## src/rtl/ifetch_ctrl.sv

```systemverilog
// Instruction-fetch controller: one outstanding imem transaction.
// Buffers one instruction for IF/ID and raises stall_fetch.
module ifetch_ctrl #(
  parameter int                 ADDR_W    = 32,
  parameter logic [ADDR_W-1:0]  RESET_PC  = ADDR_W'(32'h0040_0000),
  parameter logic [31:0]        NOP_INSTR = 32'h0000_0013
) (
  input  logic              clk,
  input  logic              rst_n,
  input  logic              en_pc_i,
  input  logic              redirect_i,
  input  logic [ADDR_W-1:0] redirect_pc_i,
  output logic              imem_req_o,
  output logic [ADDR_W-1:0] imem_addr_o,
  input  logic              imem_gnt_i,
  input  logic              imem_rvalid_i,
  input  logic [31:0]       imem_rdata_i,
  output logic [31:0]       instr_o,
  output logic [ADDR_W-1:0] pc_o,
  output logic              instr_valid_o,
  output logic              stall_fetch_o
);

  typedef enum logic [1:0] {
    S_IDLE,
    S_REQ,
    S_WAIT,
    S_READY
  } state_e;

  state_e            state_q, state_d;
  logic              discard_q, discard_d;
  logic [ADDR_W-1:0] pc_q, pc_d;
  logic [31:0]       instr_q, instr_d;
  logic              valid_q, valid_d;

  logic              redir;
  logic              capture;
  logic              advance;

  // State and datapath registers
  always_ff @(posedge clk or negedge rst_n) begin
    if (!rst_n) begin
      state_q   <= S_IDLE;
      discard_q <= 1'b0;
      pc_q      <= RESET_PC;
      instr_q   <= NOP_INSTR;
      valid_q   <= 1'b0;
    end else begin
      state_q   <= state_d;
      discard_q <= discard_d;
      pc_q      <= pc_d;
      instr_q   <= instr_d;
      valid_q   <= valid_d;
    end
  end

  // Next-state logic; a redirect outranks gnt, rvalid and en_pc
  always_comb begin
    state_d   = state_q;
    discard_d = discard_q;
    unique case (state_q)
      S_IDLE:  state_d = S_REQ;
      S_REQ: begin
        if (!redirect_i && imem_gnt_i)
          state_d = S_WAIT;
      end
      S_WAIT: begin
        if (imem_rvalid_i) begin
          discard_d = 1'b0;
          if (redirect_i || discard_q)
            state_d = S_REQ;
          else
            state_d = S_READY;
        end else if (redirect_i) begin
          discard_d = 1'b1;
        end
      end
      S_READY: begin
        if (redirect_i || en_pc_i)
          state_d = S_REQ;
      end
      default: state_d = S_IDLE;
    endcase
  end

  // Output decode and datapath strobes
  always_comb begin
    imem_req_o = (state_q == S_REQ) && !redirect_i;
    redir      = redirect_i && (state_q != S_IDLE);
    capture    = (state_q == S_WAIT) && imem_rvalid_i
                 && !discard_q && !redirect_i;
    advance    = (state_q == S_READY) && en_pc_i && !redirect_i;
  end

  // Datapath next values: PC update and instruction buffer
  always_comb begin
    pc_d    = pc_q;
    instr_d = NOP_INSTR;
    valid_d = (state_d == S_READY);
    if (redir)
      pc_d = {redirect_pc_i[ADDR_W-1:2], 2'b00};
    else if (advance)
      pc_d = pc_q + ADDR_W'(4);
    if (capture)
      instr_d = imem_rdata_i;
    else if (valid_d)
      instr_d = instr_q;
  end

  assign imem_addr_o   = pc_q;
  assign pc_o          = pc_q;
  assign instr_o       = instr_q;
  assign instr_valid_o = valid_q;
  assign stall_fetch_o = ~valid_q;

  a_one_outstanding : assert property (
    @(posedge clk) disable iff (!rst_n)
    (state_q == S_WAIT) |-> !imem_req_o);

  a_addr_aligned : assert property (
    @(posedge clk) disable iff (!rst_n)
    imem_addr_o[1:0] == 2'b00);

  a_addr_stable : assert property (
    @(posedge clk) disable iff (!rst_n)
    (imem_req_o && !imem_gnt_i && !redirect_i)
      |=> $stable(imem_addr_o));

endmodule

```

## config.mk

```make
export PLATFORM = sky130hd
export DESIGN_NAME = ifetch_ctrl
export DESIGN_NICKNAME = d
export VERILOG_FILES = /design/src/rtl/ifetch_ctrl.sv
export SDC_FILE = /design/constraint.sdc
export NUM_CORES = 1
export LEC_CHECK = 0
export ABC_AREA = 1
export CAP_MARGIN = 20
export CORE_UTILIZATION = 39
export CTS_CLUSTER_DIAMETER = 120
export DETAILED_ROUTE_END_ITERATION = 7
export HOLD_SLACK_MARGIN = 0.02
export PLACE_DENSITY_LB_ADDON = 0.12
export REMOVE_ABC_BUFFERS = 1
export SETUP_SLACK_MARGIN = 0.5
export SYNTH_ARGS = -nofsm -noshare
export SYNTH_HDL_FRONTEND = slang
export SYNTH_SLANG_ARGS = --single-unit
```

## constraint.sdc

```tcl
create_clock -name clk -period 1.36 [get_ports clk]
set_clock_uncertainty 0.1 [all_clocks]
set_input_delay 0.272 -clock clk [delete_from_list [all_inputs] [get_ports clk]]
set_output_delay 0.272 -clock clk [all_outputs]
set_load 0.005 [all_outputs]
```

Word level (Yosys, flattened, before mapping)
Cells that the tools add are included.

cells by class
  muxes and demuxes = 11
  $add $sub $neg = 1
  bitwise gates (word level) = 1
  reductions and logical operators = 17
  equal/unequal tests = 5

operator list
  operator                 count
  $mux W32                 4
  $add A32 B3 Y32 const B  1
  $logic_and A1 B1 Y1      8
  $mux W2                  4
  $pmux W2 S4              1
  $eq A2 B2 Y1 const B     3
  $reduce_bool A2 Y1       3
  $eq A2 B1 Y1 const B     1
  $logic_not A1 Y1         2
  $logic_not A2 Y1         1
  $logic_or A1 B1 Y1       2
  $mux W1                  2
  $ne A2 B1 Y1 const B     1
  $reduce_and A2 Y1        1
  $not A1 Y1               1

storage, ports and cells
  bits of input ports = 70
  register bits after elaboration = 68

Longest topological paths before layout
  depth after elaboration = 7
  gate-level depth with buffers = 10
  depth with buffers taken out = 10

Worst setup path after synthesis
Ideal clock, no wire load.

  path type = register to register
  start point = register pc_q[2], in the netlist imem_addr_o[2]
  end point = register pc_q[30], in the netlist imem_addr_o[30]
  period minus slack after synthesis = 1,560 ps
  buffers on the path = 0
  data arrival time = 1,343 ps
  slack = -200 ps
  cell stages (with the launch flop) = 11
  data required time = 1,144 ps
  cells stage by stage = dfrtp_1 > ha_1 > nand2_1 > nor2_4 > nand2_2 > nor2_4 > nand2_1 > nand2_1 > nand3_1 > nand2_1 > nand2_1

on the way
  word-level cells in the longest chain between the ends = 3

ends and longest elaborated chain
  element                 RTL line  RTL
  from (decl)             33        logic [ADDR_W-1:0] pc_q, pc_d;
  from (signal assigned)  52        pc_q <= pc_d;
  $add A32 B3 Y32         104       pc_d = pc_q + ADDR_W'(4);
  $mux W32                103       else if (advance)
  $mux W32                101       if (redir)

Every way passes these cells. The select of a mux whose other input is x is not followed.
A chain may end at the register's enable or synchronous reset.

Worst setup path after layout
  start point = register pc_q[4], in the netlist imem_addr_o[4]
  end point = register pc_q[21], in the netlist imem_addr_o[21]

Same word-level chain as after synthesis.

==> run metrics <==
Synth Flop Type dfrtp_1; worst min path class in2async; CP bufs+invs 1; slowest stage delay, CP ~0.37 ns; Worst-path clk slew 0.09 ns; initial antenna violation count 0; Startpoint Class flip-flop; first-pass GRT wire length 21900 um; Post-DRT Antenna Nets 0; gr usage total between 20% and 30%; CP arrival 1.95 ns; Die Ht 103 um; Worst-Skew Late Latency ~0.35 ns; Critical-path top delay cell dfrtp_1; fill count 572; Fmax achieved 553 MHz; Wirelength per Cell approximately 16 um; Core Box Area between 9000 and 10000 sq um; remaining global-route overflow 0; H-tree level count 3; Slew Limit Fails 0; Final period util 133%; Int Power 6330 uW; critical path class reg2reg; share of cells above drive strength 1 49.5%; final setup fails 108; pre-CTS setup slack -0.497 ns; number of I/O pins 169; DR vias 5086; total power 9400 uW; initial drt markers 240; failing checks hold timing, setup timing; # diodes 0; yosys warns 0; # clock sinks 66; Pwr Density 1160 nW/um^2; cell area after synthesis 4000 sq um; worst vdd ir about 0.57 mV; sequential share of power 25.4%; port buffer count 162; Post-Syn Instances 560; DRT Pass-1 Iters 7; Die ar. 10700 sq um; DP Wirelength 8520 um; top post-synthesis cells by area dfrtp_1 (39%), nand2_1 (12%), inv_1 (10%); setup ws final -0.449 ns; ys async rst share between 90% and 100%; Top Family by Delay on Critical Path simple AND/OR/NAND/NOR gates; area grow syn2layout 103%; Synth top area share ~39%; Final min period 1.81 ns; total of max-cap violations 0; pin count of the biggest net entering global routing 67; CP Max Fanout 5; Initial Utilization 40.5%; Mean Syn Cell Area around 7 sq um; CTS tree built; DR vias/cell 5.03; clock group share of total power between 20% and 30%; run status finished, violations left; GP Congestion between 0.8 and 0.9; most frequent cells in the layout buf_6 (115), nand2_1 (111), buf_4 (106); CP Capture Type flip-flop; Most common cell on crit path nand2_1; EDFF count, synth 0; vias in the first global route 4839; dominant cell type by area after synthesis dfrtp_1; combinational fraction of design power between 50 and 60%; register bit count reported by yosys 66; root buf cell clkbuf_8; worst hold margin -0.198 ns; Rows 36; commonest non-fill, non-tap cell in the layout buf_6; Num CTS Buffers 9; Req. time, crit path ~1.5 ns; Clock Path Buffers 2; register area share after synthesis 41.5%; RSZ-0062 raised after global routing true; post-synth cell types 32; DR DRC count 0; Switching Share 32.7%; critical-path cell list buf_4, nand2_1, nor2_4, nand2_4, nor2_4, nand2_1, nand2_1, nand3_1, nand2_1, nand2_1; Fin. Hold Viols 62; # nets final approximately 940; die width 103 um; Static Leak ~0.004 uW; NetSw 3070 uW; drt total wl roughly 16000 um
-- state kept, by name, indices dropped and copies added, names as in the netlist --
signal	count
discard_q	1
imem_addr_o	30
instr_o	32
instr_valid_o	1
state_q	2
-- synthesized netlist by cell type (3+ instances only) --
library cell and number:
a21oi_1 8, a31oi_1 3, buf_2 12, buf_4 36, dfrtp_1 62, dfstp_2 4
inv_1 109, nand2_1 130, nand3_1 33, nand4_1 5, nor2_1 55, nor2_2 3
nor2_4 4, nor3_1 11, o21ai_0 27, o22ai_1 36
-- final cells by class --
class                      count  area [sq um]  area share, %
clock buffer                  10           128           1.58
clock inverter                 6           138           1.70
tap                          133           166           2.05
sequential                    66          1660           20.5
timing repair buffer         349          3370           41.6
inverter                     112           442           5.45
multi-input combinational    335          2200           27.1
-- power by group through the flow --
stage,Clock (uW),Sequential (uW),Combinational (uW)
after detailed placement,0,2510,2880
after global placement,0,2500,2830
final,2300,2390,4720
after floorplan,0,2580,812
after CTS,2270,2360,3970
after global routing,2370,2410,5040
-- cells by family after synthesis --
group,Yosys count,share of synthesized area [%]
and+or+nand+nor,249,26.8
buffers and inverters,162,19.3
AOI/OAI and AO/OA,80,11.8
DFF,66,41.5
xor gates and xnor gates,1,0.219
adders and majority gates,1,0.313
other,1,0.0938
-- worst paths after layout --
kind | depth (start not counted) | end | start | slack [ns]
worst max register to register | 10 | imem_addr_o[21] | imem_addr_o[4] | -0.45
min in group clk | 5 | state_q[0] | redirect_i | 0.38
worst min-delay path | 2 | imem_addr_o[12] | rst_n | -0.20
worst min register to register | 2 | instr_o[23] | instr_o[23] | 0.44
max in group asynchronous | 2 | imem_addr_o[22] | rst_n | 0.97
worst max-delay path | 10 | imem_addr_o[21] | imem_addr_o[4] | -0.45
-- routing by layer --
layer | wire length, um | track usage (%) | vias up
met2 | 8620 | 48.6 | 265
met3 | 1190 | 7.26 | 59
met4 | 583 | 10.4 | 0
met5 | 0 | 0 | -
met1 | 5920 | 29.6 | 2415
li1 | - | - | 2347
-- through the flow --
step	hold WS [ns]	setup TNS [ns]	instances	area, sq um	utilization, %
3_3_place_gp	0.225	-25.29	890	6170	62.5
4_1_cts	-0.140	-13.88	974	7150	72.5
3_5_place_dp	0.225	-26.23	890	6170	62.5
2_1_floorplan	-0.124	-26.98	513	3650	-
5_1_grt	-0.169	-24.07	1011	8100	82.1
6_report	-0.198	-18.53	1011	8100	82.1
-- worst register-to-register path, stage by stage (launching register included) --
cell and delay [ns]:
dfrtp_1 0.37, buf_4 0.14, nand2_1 0.08, nor2_4 0.20
nand2_4 0.12, nor2_4 0.19, nand2_1 0.15, nand2_1 0.12
nand3_1 0.08, nand2_1 0.07, nand2_1 0.07
-- what timing repair did --
action                                  4_1_cts  5_1_grt
buffers inserted                             66       30
resized for setup                           522      136
cloned                                        2        7
pin swaps                                    24       25
endpoints found under the hold margin        62       62
endpoints found under the setup margin      161      161
Power figures use the tool's default switching activity.
